### src/rtl/z_to_z_deskew_collector.sv
// De-skews the systolic z_to_z accumulator stream into row-aligned vectors,
// buffers them in a circular FIFO and tags each row with its frame row index.
module z_to_z_deskew_collector #(
    parameter int data_size = 16,
    parameter int size      = 3,
    parameter int depth     = 4
) (
    input  logic                           clk,
    input  logic                           rst_n,
    input  logic                           in_valid,
    input  logic [data_size*size-1:0]      in_data,
    output logic                           out_valid,
    input  logic                           out_ready,
    output logic [data_size*size-1:0]      out_data,
    output logic                           out_last,
    output logic [$clog2(size)-1:0]        out_row,
    output logic                           overflow,
    output logic [$clog2(depth+1)-1:0]     fifo_count
);

    localparam int W     = data_size * size;
    localparam int ROW_W = $clog2(size);
    localparam int PTR_W = $clog2(depth);
    localparam int CNT_W = $clog2(depth + 1);

    // Handshake: a row transfers on any edge where out_valid && out_ready;
    // out_data/out_row/out_last hold while out_valid && !out_ready.

    logic [W-1:0] aligned_data;
    logic         aligned_valid;

    // Lane k arrives k cycles late, so it waits size-1-k stages to line up.
    for (genvar k = 0; k < size; k++) begin : g_lane
        localparam int D = size - 1 - k;
        if (D == 0) begin : g_pass
            assign aligned_data[data_size*(k+1)-1 -: data_size] =
                in_data[data_size*(k+1)-1 -: data_size];
        end else begin : g_dly
            logic [data_size-1:0] sr_q [D];
            always_ff @(posedge clk or negedge rst_n) begin
                if (!rst_n) begin
                    for (int i = 0; i < D; i++) sr_q[i] <= '0;
                end else begin
                    sr_q[0] <= in_data[data_size*(k+1)-1 -: data_size];
                    for (int i = 1; i < D; i++) sr_q[i] <= sr_q[i-1];
                end
            end
            assign aligned_data[data_size*(k+1)-1 -: data_size] = sr_q[D-1];
        end
    end

    if (size > 1) begin : g_vld
        logic [size-2:0] vld_q;
        always_ff @(posedge clk or negedge rst_n) begin
            if (!rst_n) begin
                vld_q <= '0;
            end else begin
                vld_q[0] <= in_valid;
                for (int i = 1; i < size - 1; i++) vld_q[i] <= vld_q[i-1];
            end
        end
        assign aligned_valid = vld_q[size-2];
    end else begin : g_vld_pass
        assign aligned_valid = in_valid;
    end

    logic [W-1:0]     mem_q [depth];
    logic [ROW_W-1:0] tag_q [depth];
    logic [PTR_W-1:0] wr_ptr_q, wr_ptr_d, rd_ptr_q, rd_ptr_d;
    logic [CNT_W-1:0] count_q, count_d;
    logic [ROW_W-1:0] row_cnt_q, row_cnt_d;
    logic             overflow_q, overflow_d;
    logic             push, pop, full;

    function automatic logic [PTR_W-1:0] ptr_inc(input logic [PTR_W-1:0] p);
        return (p == PTR_W'(depth - 1)) ? '0 : p + 1'b1;
    endfunction

    assign pop  = (count_q != '0) && out_ready;
    assign full = (count_q == CNT_W'(depth));
    // A full FIFO still accepts a row when a pop frees a slot on the same edge.
    assign push = aligned_valid && (!full || pop);

    always_comb begin
        wr_ptr_d   = wr_ptr_q;
        rd_ptr_d   = rd_ptr_q;
        count_d    = count_q;
        row_cnt_d  = row_cnt_q;
        overflow_d = overflow_q;
        if (push) begin
            wr_ptr_d  = ptr_inc(wr_ptr_q);
            row_cnt_d = (row_cnt_q == ROW_W'(size - 1)) ? '0 : row_cnt_q + 1'b1;
        end
        if (pop) rd_ptr_d = ptr_inc(rd_ptr_q);
        if (push && !pop) count_d = count_q + 1'b1;
        else if (!push && pop) count_d = count_q - 1'b1;
        if (aligned_valid && !push) overflow_d = 1'b1;
    end

    always_ff @(posedge clk or negedge rst_n) begin
        if (!rst_n) begin
            wr_ptr_q   <= '0;
            rd_ptr_q   <= '0;
            count_q    <= '0;
            row_cnt_q  <= '0;
            overflow_q <= 1'b0;
        end else begin
            wr_ptr_q   <= wr_ptr_d;
            rd_ptr_q   <= rd_ptr_d;
            count_q    <= count_d;
            row_cnt_q  <= row_cnt_d;
            overflow_q <= overflow_d;
        end
    end

    // Storage is not reset; the outputs are gated by out_valid instead.
    always_ff @(posedge clk) begin
        if (push) begin
            mem_q[wr_ptr_q] <= aligned_data;
            tag_q[wr_ptr_q] <= row_cnt_q;
        end
    end

    assign out_valid  = (count_q != '0);
    assign out_data   = out_valid ? mem_q[rd_ptr_q] : '0;
    assign out_row    = out_valid ? tag_q[rd_ptr_q] : '0;
    assign out_last   = out_valid && (out_row == ROW_W'(size - 1));
    assign overflow   = overflow_q;
    assign fifo_count = count_q;

endmodule

### config.mk
export PLATFORM = sky130hd
export DESIGN_NAME = z_to_z_deskew_collector
export DESIGN_NICKNAME = d
export VERILOG_FILES = /design/src/rtl/z_to_z_deskew_collector.sv
export SDC_FILE = /design/constraint.sdc
export NUM_CORES = 1
export LEC_CHECK = 0
export BUFFER_PORTS_ARGS = -buffer_cell sky130_fd_sc_hd__buf_2
export CORE_ASPECT_RATIO = 1.25
export CORE_UTILIZATION = 49
export DETAILED_ROUTE_END_ITERATION = 8
export GPL_ROUTABILITY_DRIVEN = 0
export HOLD_SLACK_MARGIN = 0.02
export PLACE_DENSITY_LB_ADDON = 0.05
export SYNTH_ARGS = -nofsm -noshare
export SYNTH_HDL_FRONTEND = slang
export SYNTH_SLANG_ARGS = --single-unit
### constraint.sdc
create_clock -name clk -period 5.5 [get_ports clk]
set_input_delay 1.375 -clock clk [delete_from_list [all_inputs] [get_ports clk]]
set_output_delay 1.375 -clock clk [all_outputs]
set_load 0.05 [all_outputs]
==> summary.md, run 1 <==
| Metric | Value |
|---|---|
| Buffers from clock root to sink, at most | `3` |
| Setup TNS Final | `0 ps` |
| Max Clock Freq | `236 MHz` |
| Tcrit/Tclk final | `77.0%` |
| Synth warn | `0` |
| Fill cells | `1422` |
| Outcome | `completed` |
| Leading area contributor after synthesis | `edfxtp_1` |
| Setup violators final | `0` |
| Cts bufs inserted | `24` |
| Unique masters post-synth | `27` |
| Starting Density | `50.1%` |
| DP Area | `about 0.01 mm²` |
| CP max stage delay | `870 ps` |
| Cts hold-fix bufs | `0` |
| Worst Hold Class | `flop to flop` |
| CTS tree | `done` |
| Vias in the first global route | `~4700` |
| Drt wl/cell | `roughly 20 µm` |
| Routed vias | `4271` |
| Core area | `0.0188 mm²` |
| Vias per inst | `around 5.4` |
| Drt pass-1 iters | `4` |
| Worst R2R Path Depth | `10` |
| Final instance area | `0.0110 mm²` |
| Setup slack, reg-to-reg | `about 2500 ps` |
| Post-CTS Resized | `0` |
| IO Pins | `108` |
| Number of max-cap violations | `0` |
| Synth Cell Area | `between 0.009 and 0.01 mm²` |
| Initial antenna violation count | `0` |
| Synth-to-Final Area Change | `16.1%` |
| Final net count | `between 600 and 700` |
| First-pass GRT wire length | `about 25000 µm` |
| Hold Vio Cnt, Final | `0` |
| Layout cells sized above 1 | `about two fifths` |
| Root Driver | `clkbuf_16` |
| Final Skew | `8.65 ps` |
| Setup crit start kind | `flop` |
| PortBufs | `107` |
| Crit Path Class | `flop to primary output` |
| Crit end category | `primary output` |
| Worst hold path endpoint | `aligned_data[9]` |
| EDFF count, synth | `200` |
| Finished Core Util | `58.2%` |
| Post-synth net total | `479` |
| Hold path start | `g_lane[0].g_dly.sr_q[25]` |
| Post-synth top flop | `edfxtp_1` |
| List of most frequent post-synthesis cells | `edfxtp_1, dfrtp_1, and2_1` |
| CTS Sinks | `260` |
| CP max FO | `37` |
| 1st-iter DRT viols | `around 220` |
| WL final | `around 16000 µm` |
| Mean Syn Cell Area | `22.5 µm²` |
| Hold Path Stages | `0` |
| Unrepaired setup endpoints after global routing | `false` |
| Async SR Flop Fraction | `between 20% and 30%` |
| H-Tree Depth | `1` |
| Cells after synthesis | `420` |
| Synth top area cells | `edfxtp_1, dfrtp_1, mux4_2` |
| Overflow after GRT | `0` |
| # rows | `56` |
| Share of the synthesized area in the top cell type | `between 60% and 70%` |
| Die H | `157 µm` |
| Max-slew headroom | `around 47%` |
| Final worst path period need | `4240 ps` |
| Setup Buffers After CTS | `0` |
| Antenna Violating Nets Remaining | `0` |
| Pin count of the biggest net entering global routing | `39` |
| Seq/Total Area, Yosys | `79.5%` |
| Synth Register Bits | `260` |
| CP max-delay cell | `dfrtp_4` |
| RR Startpoint | `fifo_count[1]` |
| DRC | `0` |
| Crit-path cells | `buf_4 -> mux4_2 -> and2_1 -> buf_2` |
| Slew of the pin with the lowest slew margin | `790 ps` |
| Ant. Diodes | `0` |
| CTS clk-pin slew, worst paths | `~70 ps` |
| Top-count cell post-synth | `edfxtp_1` |
| Die width | `126 µm` |
| Worst flop-to-flop path endpoint | `fifo_count[2]` |
| Fin. max-slew vios | `0` |
| Worst Path Arrival | `~2900 ps` |
| GRT Util Overall | `17.0%` |
| Clk Latency, worst-skew pair | `510 ps` |
| Die Area | `0.0198 mm²` |
| Required @ worst endpoint | `around 4000 ps` |
| Detailed Place HPWL | `9440 µm` |
==> per-stage QoR <==
stage / hold slack, ps / cells / setup slack (ps)
global placement: 332 / 751 / 1730
floorplan: 331 / 420 / 1970
finish: 349 / 795 / 1260
global route: 354 / 795 / 1050
CTS: 352 / 795 / 1170
detailed placement: 338 / 751 / 1720
==> logic make-up after synthesis <==
group | synth area share [%]
DFF | 79.5
and+or+nand+nor | 4.25
muxes | 12.9
buffers and inverters | 1.81
adders and majority gates | 1.01
AOI/OAI and AO/OA | 0.291
xor gates and xnor gates | 0.278
==> area by class of cell <==
| type | instances | area, µm² | area share [%] |
|---|---|---|---|
| Clock buffer | 36 | 718 | 6.55 |
| Clock inverter | 8 | 43.8 | 0.399 |
| Inverter | 4 | 15.0 | 0.137 |
| Multi-Input combinational cell | 138 | 1770 | 16.2 |
| Sequential cell | 260 | 7510 | 68.5 |
| Tap cell | 232 | 290 | 2.65 |
| Timing Repair Buffer | 117 | 611 | 5.57 |
==> registers in the layout (all words and copies together), names as in the netlist <==
name and flops:
mem_q 192, g_vld.vld_q 2, row_cnt_q 2, tag_q 8
g_lane.g_dly.sr_q 32, fifo_count 3, rd_ptr_q 2, wr_ptr_q 2
overflow 1, aligned_data 16
==> cells in the final DEF, fill, tap and decap left out, types with 2 or more instances in the layout <==
cell        count
and2_1         48
and2_2          4
buf_2         107
buf_4          10
clkbuf_1        7
clkbuf_16      26
clkbuf_8        3
clkinv_1        2
clkinv_2        5
clkinvlp_4      2
dfrtp_1        58
edfxtp_1      200
ha_1            6
inv_1           3
mux2_2          9
mux2i_1         2
mux4_1          4
mux4_2         44
nand2_1         2
nor2_1          5
nor2b_1         2
xor2_1          2
==> worst max-delay path: cells and delay by family (launching register included) <==
kind	cells	cell delay, ps
flops	1	870
buf+inv	2	710
mux	1	560
simple gates	1	170
==> worst max-delay path by stage <==
| stage | start | slack, ps | end | cells past startpoint |
|---|---|---|---|---|
| 3_3_place_gp | rd_ptr_q[0] | 1730 | out_data[20] | 4 |
| 3_5_place_dp | rd_ptr_q[0] | 1720 | out_data[28] | 4 |
| 5_1_grt | rd_ptr_q[0] | 1050 | out_data[24] | 4 |
| 6_report | rd_ptr_q[0] | 1260 | out_data[28] | 4 |
| 2_1_floorplan | rd_ptr_q[0] | 1970 | out_last | 4 |
| 4_1_cts | rd_ptr_q[0] | 1170 | out_data[28] | 4 |
==> metal layers <==
metal / share of wire [%] / track usage, %
met5: 0 / 0
met4: 2.0 / 5.28
met3: 4.1 / 2.86
met2: 52 / 30.5
met1: 41 / 21.1
Power of run 1 is not shown: default switching activity piles up to over one toggle a cycle in this logic, so the estimate is an artifact.
==> run 2, diff against run 1 <==
--- a/config.mk
+++ b/config.mk
@@ -5,6 +5,7 @@
 export SDC_FILE = /design/constraint.sdc
 export NUM_CORES = 1
 export LEC_CHECK = 0
+export ABC_AREA = 1
 export BUFFER_PORTS_ARGS = -buffer_cell sky130_fd_sc_hd__buf_2
 export CORE_ASPECT_RATIO = 1.25
 export CORE_UTILIZATION = 49
==> constraint.sdc (replaced) <==
create_clock -name clk -period 4 [get_ports clk]
set_input_delay 1 -clock clk [delete_from_list [all_inputs] [get_ports clk]]
set_output_delay 1 -clock clk [all_outputs]
set_load 0.05 [all_outputs]
==> run 2 against run 1 <==
Synthesized area grew 2.8%. First-iteration DRC count grew 12%. Sequential share of layout area shrank 2.3 points. Cell count grew 46%. Synthesized cell count grew 82%. Register-to-register slack lost 820 ps. Non-clock buffer count grew 6. Die area grew 2.7%. Via count grew 36%. Utilization grew 0.28 points.
==> summary.md, run 2 <==
| Metric | Value |
|---|---|
| Post-synth net total | `822 (+72%)` |
| Layout cells sized above 1 | `19.2% (-19 points)` |
| Commonest non-fill, non-tap cell in the layout | `nand2_1` |
| Synth Register Bits | `260 (unchanged)` |
| Seq/Total Area, Yosys | `77.3% (-2.1 points)` |
| Met1 usage | `24.7% (+3.5 points)` |
| Max-slew headroom | `42.8% (-4.5 points)` |
| Final worst path period need | `3650 ps` |
| Crit end category | `primary output` |
| # rows | `57 (+1.8%)` |
| Die width | `128 µm (+1.4%)` |
| Drt wl/cell | `16.7 µm (-18%)` |
| Gr busiest metal | `met2` |
| Leading area contributor after synthesis | `edfxtp_1` |
| Synth top area cells | `edfxtp_1, dfrtp_1, nand2_1` |
| Largest register FFs | `192 (unchanged)` |
| Core area | `0.0194 mm² (+2.9%)` |
| CTS tree | `done` |
| Unique masters post-synth | `19 (-30%)` |
| CTS Sinks | `260 (unchanged)` |
| Final net count | `934 (+55%)` |
| EDFF count, synth | `200 (unchanged)` |
| Setup Buffers After CTS | `0 (unchanged)` |
| CP max-delay cell | `dfrtp_4` |
| IO Pins | `108 (unchanged)` |
| H-Tree Depth | `1 (unchanged)` |
| Root Driver | `clkbuf_16` |
| Setup violators final | `0 (unchanged)` |
| Setup crit start kind | `flop` |
| Pin count of the biggest net entering global routing | `55 (+41%)` |
| Unrepaired setup endpoints after global routing | `false` |
| 1st-iter DRT viols | `242 (+12%)` |
| Finished Core Util | `58.4% (+0.28 points)` |
| Crit-path cells | `clkinv_2 -> buf_4 -> nand2_1 -> nand2_1 -> nand2_1 -> a21oi_1 -> buf_2` |
| DRC | `0 (unchanged)` |
| Starting Density | `50.0% (-0.074 points)` |
| Slew of the pin with the lowest slew margin | `858 ps (+68.1 ps)` |
| Fin. max-slew vios | `0 (unchanged)` |
| Register area | `0.00751 mm² (about the same)` |
| Cells after synthesis | `763 (+82%)` |
| Final Skew | `7.45 ps (-1.20 ps)` |
| Ant. Diodes | `0 (unchanged)` |
| Async SR Flop Fraction | `23.1% (unchanged)` |
| Cts bufs inserted | `25 (+4.2%)` |
| Synth-to-Final Area Change | `16.8%` |
| Buffers from clock root to sink, at most | `3 (unchanged)` |
| Synth warn | `0 (unchanged)` |
| Fill cells | `1607 (+13%)` |
| Initial antenna violation count | `2 (+2)` |
| CP max FO | `35 (-5.4%)` |
| Worst Hold Class | `flop to flop` |
| Mean Syn Cell Area | `12.7 µm² (-43%)` |
| Hold Vio Cnt, Final | `0 (unchanged)` |
| First-pass GRT wire length | `31100 µm (+22%)` |
| Drt pass-1 iters | `4 (unchanged)` |
| GRT Util Overall | `19.9% (+2.9 points)` |
| Number of max-cap violations | `0 (unchanged)` |
| Post-CTS Resized | `0 (unchanged)` |
| Multi-input logic area | `0.00192 mm² (+8.0%)` |
| Die Area | `0.0204 mm² (+2.7%)` |
| Cts hold-fix bufs | `0 (unchanged)` |
| Share of the synthesized area in the top cell type | `61.9% (-1.7 points)` |
| Antenna Violating Nets Remaining | `0 (unchanged)` |
| List of most frequent post-synthesis cells | `nand2_1, edfxtp_1, nor2_1` |
| Routed vias | `5791 (+36%)` |
| Overflow after GRT | `0 (unchanged)` |
| Post-synth top flop | `edfxtp_1` |
| Crit Path Class | `flop to primary output` |
| Met2 GRT Util | `35.7% (+5.3 points)` |
| Outcome | `completed` |
| Synth Cell Area | `0.00971 mm² (+2.8%)` |
| Max Clock Freq | `274 MHz` |
| Worst Path Arrival | `2650 ps (-210 ps)` |
| PortBufs | `107 (unchanged)` |
| Detailed Place HPWL | `11500 µm (+21%)` |
| Die H | `159 µm (+1.4%)` |
| WL final | `19300 µm (+20%)` |
| Vias per inst | `5.00 (-7.0%)` |
| Tcrit/Tclk final | `91.2%` |
| CTS clk-pin slew, worst paths | `60 ps (about the same)` |
| Setup TNS Final | `0 ps (unchanged)` |
| Worst path most repeated cell | `nand2_1` |
| Largest register by flop count | `mem_q` |
| Required @ worst endpoint | `3000 ps (-1120 ps)` |
| Top-count cell post-synth | `nand2_1` |
| Grt met3 use | `3.36% (+0.51 points)` |
| Most frequent cells in the layout | `nand2_1, edfxtp_1, buf_2` |
| Clk Latency, worst-skew pair | `520 ps (about the same)` |
| Vias in the first global route | `6005 (+27%)` |
| CP max stage delay | `620 ps (-250 ps)` |
## run 2: changes by cell type after synthesis, sizes merged, moves of 2 or more
cell,change
buf,+13
nor2b,-2
inv,+17
nor2,+102
mux2i,-2
nand3,+5
a21oi,+49
and2,-52
mux2,-9
mux4,-48
o21ai,+51
clkbuf,+7
nand2,+218
## run 2: cells by family after synthesis
| family | after synthesis | share of synthesized area, % |
|---|---|---|
| buffers and inverters | 59 | 3.25 |
| xor gates and xnor gates | 2 | 0.180 |
| DFF | 260 | 77.3 |
| and+or+nand+nor | 333 | 13.0 |
| AOI/OAI and AO/OA | 102 | 5.30 |
| adders and majority gates | 7 | 0.979 |
## run 2: layout make-up
| class | count | area share [%] |
|---|---|---|
| multi-input cells | 444 | 16.9 |
| well taps | 265 | 2.92 |
| flip-flops and latches | 260 | 66.3 |
| repair buffers | 123 | 6.11 |
| clock inverters | 13 | 1.05 |
| clock buffers | 33 | 6.05 |
| inverters | 21 | 0.717 |
## run 2: path summary, 6_finish.rpt
path / slack [ps] / depth (start not counted) / endpoint / start
min: 350 / 0 / aligned_data[3] / g_lane[0].g_dly.sr_q[19]
min in group asynchronous: 590 / 1 / g_lane[0].g_dly.sr_q[27] / rst_n
min reg2reg: 350 / 0 / aligned_data[3] / g_lane[0].g_dly.sr_q[19]
max in group asynchronous: 2650 / 2 / aligned_data[8] / rst_n
max: 350 / 7 / out_data[33] / rd_ptr_q[0]
max reg2reg: 1690 / 9 / fifo_count[1] / fifo_count[1]
## run 2: stage by stage
stage / area [µm²] / hold slack [ps] / setup WS [ps] / cells
after global routing: 11300 / 356 / 112 / 1159
after detailed placement: 10500 / 336 / 848 / 1113
after floorplan: 9710 / 331 / 118 / 763
after CTS: 11300 / 350 / 294 / 1159
final: 11300 / 348 / 350 / 1159
after global placement: 10500 / 333 / 908 / 1113
## run 2: critical path: cells and delay by family (launching register included)
kind            cells  cell delay [ps]
compound gates      1              170
buf+inv             3             1110
flops               1              620
simple gates        3              220
## run 2: per-layer routing
metal	up-vias	part of all wire, %
met5	-	0.067
met2	124	52
met4	2	1.3
met3	21	4.4
met1	2839	42
li1	2805	-
Power of run 2 is left out for the same reason.
